File: src/rtl/seven_seg_scanner.sv
// Scans NUM_DIGITS hex nibbles through one shared seven-segment decoder, with blanking gaps and a
// frame-synchronous double buffer. Define SEVENSEG_LZB_EN to enable leading-zero blanking.
module seven_seg_scanner #(
   parameter int NUM_DIGITS   = 4,
   parameter int REFRESH_DIV  = 50000,
   parameter int BLANK_CYCLES = 2
) (
   input  logic                      clk,
   input  logic                      reset,
   input  logic                      enable,
   input  logic [4*NUM_DIGITS-1:0]   value,
   input  logic                      load,
   input  logic [6:0]                seg_in,
   output logic [3:0]                hex_out,
   output logic [6:0]                seg_out,
   output logic [NUM_DIGITS-1:0]     digit_en,
   output logic                      frame_done
);

   localparam int CNT_MAX = (REFRESH_DIV > BLANK_CYCLES) ? REFRESH_DIV : BLANK_CYCLES;
   localparam int CW      = $clog2(CNT_MAX + 1);
   localparam int IW      = $clog2(NUM_DIGITS);
   localparam logic [CW-1:0] BLANK_LAST = CW'(BLANK_CYCLES - 1);
   localparam logic [CW-1:0] SHOW_LAST  = CW'(REFRESH_DIV - 1);
   localparam logic [IW-1:0] IDX_LAST   = IW'(NUM_DIGITS - 1);
   localparam logic [NUM_DIGITS-1:0] ONE_HOT0 = {{(NUM_DIGITS-1){1'b0}}, 1'b1};

   typedef enum logic [1:0] {
      IDLE  = 2'd0,
      BLANK = 2'd1,
      SHOW  = 2'd2
   } state_t;

   state_t                    state, state_n;
   logic [CW-1:0]             cnt, cnt_n;
   logic [IW-1:0]             idx, idx_n;
   logic [4*NUM_DIGITS-1:0]   staged, shadow, shadow_n;
   logic                      pending;
   logic                      swap;
   logic [NUM_DIGITS-1:0]     digit_en_n;
   logic                      frame_done_n;

`ifdef SEVENSEG_LZB_EN
   // True when digit i is a leading zero: i>0 and every nibble from i upward is zero.
   function automatic logic lead_blank(input logic [4*NUM_DIGITS-1:0] val, input logic [IW-1:0] i);
      logic z;
      z = (i != {IW{1'b0}});
      for (int j = 0; j < NUM_DIGITS; j++) begin
         if ((IW'(j) >= i) && (val[4*j +: 4] != 4'h0)) begin
            z = 1'b0;
         end else begin
            z = z;
         end
      end
      return z;
   endfunction
`endif

   // Next-state, counter and index sequencing; swap marks a frame-boundary buffer transfer.
   always_comb begin
      state_n = state;
      cnt_n   = cnt;
      idx_n   = idx;
      swap    = 1'b0;
      case (state)
         IDLE: begin
            if (enable) begin
               state_n = BLANK;
               cnt_n   = {CW{1'b0}};
               idx_n   = {IW{1'b0}};
               swap    = pending;
            end else begin
               state_n = IDLE;
            end
         end
         BLANK: begin
            if (!enable) begin
               state_n = IDLE;
               cnt_n   = {CW{1'b0}};
               idx_n   = {IW{1'b0}};
            end else if (cnt == BLANK_LAST) begin
               state_n = SHOW;
               cnt_n   = {CW{1'b0}};
            end else begin
               cnt_n = cnt + CW'(1);
            end
         end
         SHOW: begin
            if (!enable) begin
               state_n = IDLE;
               cnt_n   = {CW{1'b0}};
               idx_n   = {IW{1'b0}};
            end else if (cnt == SHOW_LAST) begin
               state_n = BLANK;
               cnt_n   = {CW{1'b0}};
               if (idx == IDX_LAST) begin
                  idx_n = {IW{1'b0}};
                  swap  = pending;
               end else begin
                  idx_n = idx + IW'(1);
               end
            end else begin
               cnt_n = cnt + CW'(1);
            end
         end
         default: begin
            state_n = IDLE;
            cnt_n   = {CW{1'b0}};
            idx_n   = {IW{1'b0}};
         end
      endcase
   end

   // Look-ahead output decode so digit_en and frame_done can be registered in step with state.
   always_comb begin
      shadow_n     = swap ? staged : shadow;
      digit_en_n   = {NUM_DIGITS{1'b0}};
      frame_done_n = (state_n == SHOW) && (idx_n == IDX_LAST) && (cnt_n == SHOW_LAST);
      if (state_n == SHOW) begin
         digit_en_n = ONE_HOT0 << idx_n;
`ifdef SEVENSEG_LZB_EN
         if (lead_blank(shadow_n, idx_n)) begin
            digit_en_n = {NUM_DIGITS{1'b0}};
         end else begin
            digit_en_n = ONE_HOT0 << idx_n;
         end
`endif
      end else begin
         digit_en_n = {NUM_DIGITS{1'b0}};
      end
   end

   // Scan sequencer registers.
   always_ff @(posedge clk or posedge reset) begin
      if (reset) begin
         state <= IDLE;
         cnt   <= {CW{1'b0}};
         idx   <= {IW{1'b0}};
      end else begin
         state <= state_n;
         cnt   <= cnt_n;
         idx   <= idx_n;
      end
   end

   // Double buffer: a load landing on a swap edge stays pending for the following frame.
   always_ff @(posedge clk or posedge reset) begin
      if (reset) begin
         staged  <= {(4*NUM_DIGITS){1'b0}};
         shadow  <= {(4*NUM_DIGITS){1'b0}};
         pending <= 1'b0;
      end else begin
         shadow <= shadow_n;
         if (load) begin
            staged  <= value;
            pending <= 1'b1;
         end else if (swap) begin
            pending <= 1'b0;
         end else begin
            pending <= pending;
         end
      end
   end

   // Registered display outputs; hex_out only moves on entry to BLANK, while every digit is dark.
   always_ff @(posedge clk or posedge reset) begin
      if (reset) begin
         hex_out    <= 4'h0;
         seg_out    <= 7'h00;
         digit_en   <= {NUM_DIGITS{1'b0}};
         frame_done <= 1'b0;
      end else begin
         if ((state_n == BLANK) && (state != BLANK)) begin
            hex_out <= shadow_n[{idx_n, 2'b00} +: 4];
         end else begin
            hex_out <= hex_out;
         end
         if ((state != IDLE) && (state_n != IDLE)) begin
            seg_out <= seg_in;
         end else begin
            seg_out <= 7'h00;
         end
         digit_en   <= digit_en_n;
         frame_done <= frame_done_n;
      end
   end

endmodule

File: config.mk
export PLATFORM = sky130hd
export DESIGN_NAME = seven_seg_scanner
export DESIGN_NICKNAME = d
export VERILOG_FILES = /design/src/rtl/seven_seg_scanner.sv
export SDC_FILE = /design/constraint.sdc
export NUM_CORES = 1
export LEC_CHECK = 0
export BUFFER_PORTS_ARGS = -buffer_cell sky130_fd_sc_hd__buf_2
export CORE_MARGIN = 5
export CORE_UTILIZATION = 40
export CTS_CLUSTER_DIAMETER = 200
export DETAILED_ROUTE_END_ITERATION = 10
export GPL_ROUTABILITY_DRIVEN = 0
export PLACE_DENSITY_LB_ADDON = 0.15
export SYNTH_ARGS = -nofsm -noshare
export SYNTH_HDL_FRONTEND = slang
export SYNTH_SLANG_ARGS = --single-unit
File: constraint.sdc
create_clock -name clk -period 7.1 [get_ports clk]
set_clock_uncertainty 0.2 [all_clocks]
set_input_delay 1.065 -clock clk [delete_from_list [all_inputs] [get_ports clk]]
set_output_delay 1.065 -clock clk [all_outputs]
set_load 0.02 [all_outputs]
[Yosys cells after proc, flatten, opt, wreduce, memory -nomap -nowiden]
Index checks and enable logic that the tools add are counted.
Storage, ports and cells
  bits in registers: 69
  bits of input ports: 27
  output and inout port bits: 16
  logic and storage cells: 60
Cells by class
  add/sub/neg operators: 2
  equal/unequal tests: 10
  shift operators: 2
  multiplexer cells: 28
  reduce and logical (&&, ||, !) cells: 8
Operators by type and width (number)
  16-bit 2-to-1 mux: 6
  16-bit case mux with 3 select lines: 1
  16-bit == test (second input constant): 2
  2-bit 2-to-1 mux: 9
  16-bit by 1-bit adder with 16-bit output (second input constant): 1
  16-bit by 1-bit == test with 1-bit output (second input constant): 1
  16-bit by 5-bit variable part select with 4-bit output: 1
  2-bit case mux with 3 select lines: 2
  2-bit == test (second input constant): 4
  1-bit 2-to-1 mux: 7
  7-bit 2-to-1 mux: 1
  2-bit nonzero test: 3
  2-bit by 1-bit == test with 1-bit output (second input constant): 2
  1-bit logical AND: 4
  4-bit 2-to-1 mux: 1
  1-bit by 2-bit << shifter with 4-bit output (first input constant): 1
  2-bit by 1-bit adder with 2-bit output (second input constant): 1
  2-bit logical NOT: 1
  2-bit by 1-bit inequality test with 1-bit output (second input constant): 1
  1-bit case mux with 2 select lines: 1

[Logic depth before layout (Yosys ltp)]
  word-level depth: 8
  depth in mapped cells: 10
  depth with buffers taken out: 9

[Least setup slack after synthesis]
No wires, ideal clock.
  path kind: register to register
  from: register cnt[1]
  to: register frame_done
  setup time: 0.120 ns
  data arrival time: 2.688 ns
  required time: 6.780 ns
  slack: 4.092 ns
  stages on the path, launching flop included: 11
  path buffers: 1
  period minus slack after synthesis: 3.008 ns
  path through: dfrtp_1 -> inv_1 -> ha_1 -> or4b_2 -> or4_1 -> a32o_1 -> clkbuf_1 -> nand3_1 -> o21ai_0 -> a22o_1 -> and4_1
On the way
  longest elaborated chain between the ends: 7
  elaborated cells between the ends (all ways): 22
  those cells by class: 1 x add/sub; 5 x eq/ne; 14 x mux; 2 x reduce/logical
Ends and longest elaborated chain
  from (decl): RTL line 35  | logic [CW-1:0] cnt, cnt_n;
  from (signal assigned): RTL line 137  | cnt <= {CW{1'b0}};
  from (signal assigned): RTL line 141  | cnt <= cnt_n;
  branches (longest 6 deep; another with 16-bit by 1-bit adder with 16-bit output)
  1-bit logical AND (*): RTL line 118  | frame_done_n = (state_n == SHOW) && (idx_n == IDX_LAST) && (cnt_n == SHOW_LAST);
  named net frame_done_n: RTL line 41  | logic frame_done_n;
  to (signal assigned): RTL line 184  | frame_done <= frame_done_n;
  to (decl): RTL line 17  | output logic frame_done
Mark *: on every way through the listed nets, which the timed path passes.
A chain may end at the register's enable or synchronous reset.

[Final worst setup path]
  from: register cnt[4]
  to: register frame_done
Same word-level chain as after synthesis.

==> key figures <==
Logic synthesis
  – Net count after synthesis: between 300 and 400
  – Library cells used by synthesis: 49
  – Mean post-synth cell area: about 11 um^2
  – Synthesized area: between 3000 and 4000 um^2
  – Main synth FF type: dfrtp_1
  – Synth async-reset ratio: 100%
  – Ys Warns: 0
  – Register area share after synthesis: 51.1%
  – Cell count after synthesis: 317
  – Flops & latches, synth: 69
  – Post-synth EDFFs: 0

Global route
  – Largest net degree at the start of global routing: 70
  – Global route overflow: 0
  – Global-route wire length before repair: 11800 um
  – Initial antenna violation count: 0
  – Tot GR Track Use: 14.6%
  – Via count of the first global-routing pass: 2400

Floorplanning
  – Core ar.: ~8200 um^2
  – Chip height: around 100 um
  – Ports: 43
  – Die Wd: 102 um
  – Initial Util: roughly two fifths
  – Die Area: about 10000 um^2
  – Row cnt: 33

STA
  – Final period util: roughly 52%
  – Fmax: about 0.27 GHz
  – Final min period: 3.69 ns
  – Final setup TNS: 0 ns
  – Worst-Margin Slew: ~0.86 ns
  – Final slew viol count: 0
  – Hold Vio Cnt, Final: 0
  – RSZ-0062 raised after global routing: false
  – Worst rel slew slack: a little over two fifths
  – Setup-failing EPs final: 0

Placement
  – Post-DP Area: 3640 um^2
  – Port bufs: 42
  – DP HPWL: 4900 um

Route
  – DRT iter0 DRCs: 151
  – Post-DRT Antenna Nets: 0
  – Per-cell routed wire length: between 15 and 20 um
  – DRT Pass-1 Iters: 4
  – Vias post-DR: 2523
  – Vias per Instance: between 5 and 6
  – # DRC: 0
  – Final WL: just over 7000 um

Worst setup path
  – R2R Setup Slk: around 3.4 ns
  – Worst path required time: roughly 7.2 ns
  – Critical R2R Launch: cnt[4]
  – Worst setup SP type: flop
  – Arrival time at the worst endpoint: 3.76 ns
  – Crit Path Category: reg2reg
  – Reg-to-Reg End: frame_done
  – CP endpoint kind: flop
  – Crit Path Max Fanout: 18
  – Register-to-Register Path Depth: 7

Worst hold path
  – Hold Crit Class: reg2reg
  – Hold Path Sink: pending
  – Worst Hold Path Cells: 1
  – Hold wc startpoint: pending

Cells and area
  – Most frequent cells in the layout: 69 x dfrtp_1, 42 x buf_2, 33 x mux2_2, 30 x nand2_1, 21 x nand3_1
  – Fill count: around 800
  – Layout cells sized above 1: between 20% and 30%
  – Commonest non-fill, non-tap cell in the layout: dfrtp_1
  – Sequential Area: ~1700 um^2
  – Nets: between 300 and 400
  – Layout area overhead: 13.7%
  – Final instance area: roughly 3800 um^2
  – Area occupied by multi-input gates: between 1500 and 2000 um^2
  – N_diodes: 0

Clock network
  – Total CTS buffers: 9
  – PostCTS Resize Cnt: 0
  – Clock transition at path regs: ~0.070 ns
  – Clk_lat worst skew: 0.33 ns
  – Root buffer cell: clkbuf_8
  – Post-CTS Setup Bufs: 0
  – CTS Hold Buffers Added: 0
  – Sink Count: 69
  – CTS tree: yes
  – CTS HTree Levels: 3
  – Bufs on Longest Clock Path: 2

Power
  – VDD IR-drop max: 0.0000937 V
  – Leak: 1.72 nW
  – P per Cell Area: 304 nW/um^2

Job
  – Max_cap viols: 0

Outcome
  – Status: completed
-- how the worst max path moves through the flow --
stage,startpoint,to,slack [ns],cells past startpoint
2_1_floorplan,cnt[1],frame_done,4.09,10
3_3_place_gp,cnt[4],frame_done,3.51,7
3_5_place_dp,cnt[4],frame_done,3.41,7
4_1_cts,cnt[4],frame_done,3.39,7
5_1_grt,cnt[4],frame_done,3.14,7
6_report,cnt[4],frame_done,3.41,7
-- routing by layer --
metal	wire, um	vias up	track usage, %
met4	83	0	5.85
li1	-	1224	-
met1	3390	1217	21.1
met3	495	9	3.82
met5	0	-	0
met2	3190	73	20.9
-- Yosys cell counts (all sizes together), types with 2 or more instances --
library cell | n | share of area (%)
dfrtp | 69 | 51
mux2 | 34 | 11
nand2 | 31 | 3.7
nand3 | 21 | 3.1
o21ai | 19 | 2.8
nor2 | 17 | 1.9
clkbuf | 14 | 1.6
a21oi | 9 | 1.3
inv | 8 | 0.89
mux2i | 8 | 2.4
and3 | 7 | 1.3
or3 | 7 | 1.3
a31oi | 6 | 1.1
buf | 6 | 1.4
nand4 | 5 | 0.93
or4 | 5 | 1.1
nor3 | 4 | 0.59
a2111o | 3 | 1.0
a21o | 3 | 0.67
ha | 3 | 1.1
nor2b | 3 | 0.56
nor3b | 3 | 0.67
o211ai | 3 | 0.67
xnor2 | 3 | 0.78
and2 | 2 | 0.37
and3b | 2 | 0.52
and4 | 2 | 0.52
nand2b | 2 | 0.37
nor4b | 2 | 0.52
o22ai | 2 | 0.37
o31ai | 2 | 0.44
-- per-stage QoR --
stage / hold slack, ns / setup WS, ns / power (W) / utilization, % / instances
2_1_floorplan: 0.249 / 4.09 / 0.000765 / - / 317
3_3_place_gp: 0.258 / 3.51 / 0.000852 / 44.3 / 447
3_5_place_dp: 0.269 / 3.41 / 0.000855 / 44.3 / 447
4_1_cts: 0.286 / 3.39 / 0.00118 / 46.7 / 463
5_1_grt: 0.295 / 3.14 / 0.00124 / 46.7 / 463
6_report: 0.289 / 3.41 / 0.00117 / 46.7 / 463
-- critical path: stages (launching register included) --
cell and delay (ns):
dfrtp_1 0.42, or4_1 0.55, or4_1 0.79, a32oi_2 0.77, a21o_1 0.15, o2111ai_1 0.11, nor4b_1 0.40, and4_1 0.24
-- cell type report --
class	instances	share of cell area (%)
clock inverter	5	1.53
clock buffer	11	3.68
tap	105	3.42
sequential	69	45.0
inverter	8	0.783
multi-input combinational	220	39.5
timing repair buffer	45	6.06
-- kinds of logic after synthesis --
logic type               count (synthesis)  synth area share (%)
flip-flops                              69                  51.1
multiplexers                            42                  13.8
AO/OA/AOI/OAI                           55                  10.7
XOR/XNOR                                 4                  1.04
AND/OR/NAND/NOR                        116                  18.2
buffers and inverters                   28                  3.93
adder cells (fa/ha/maj)                  3                  1.11
-- sequential cells by signal (all words and copies together), names as in the netlist --
register,cells
frame_done,1
idx,2
pending,1
seg_out,7
staged,16
state,2
hex_out,4
digit_en,4
shadow,16
cnt,16
-- power breakdown --
group          switching [W]  internal (W)
clock               0.000149      0.000173
sequential         0.0000519      0.000478
combinational       0.000176      0.000139
Note: power is estimated with default switching activity, not from simulation.
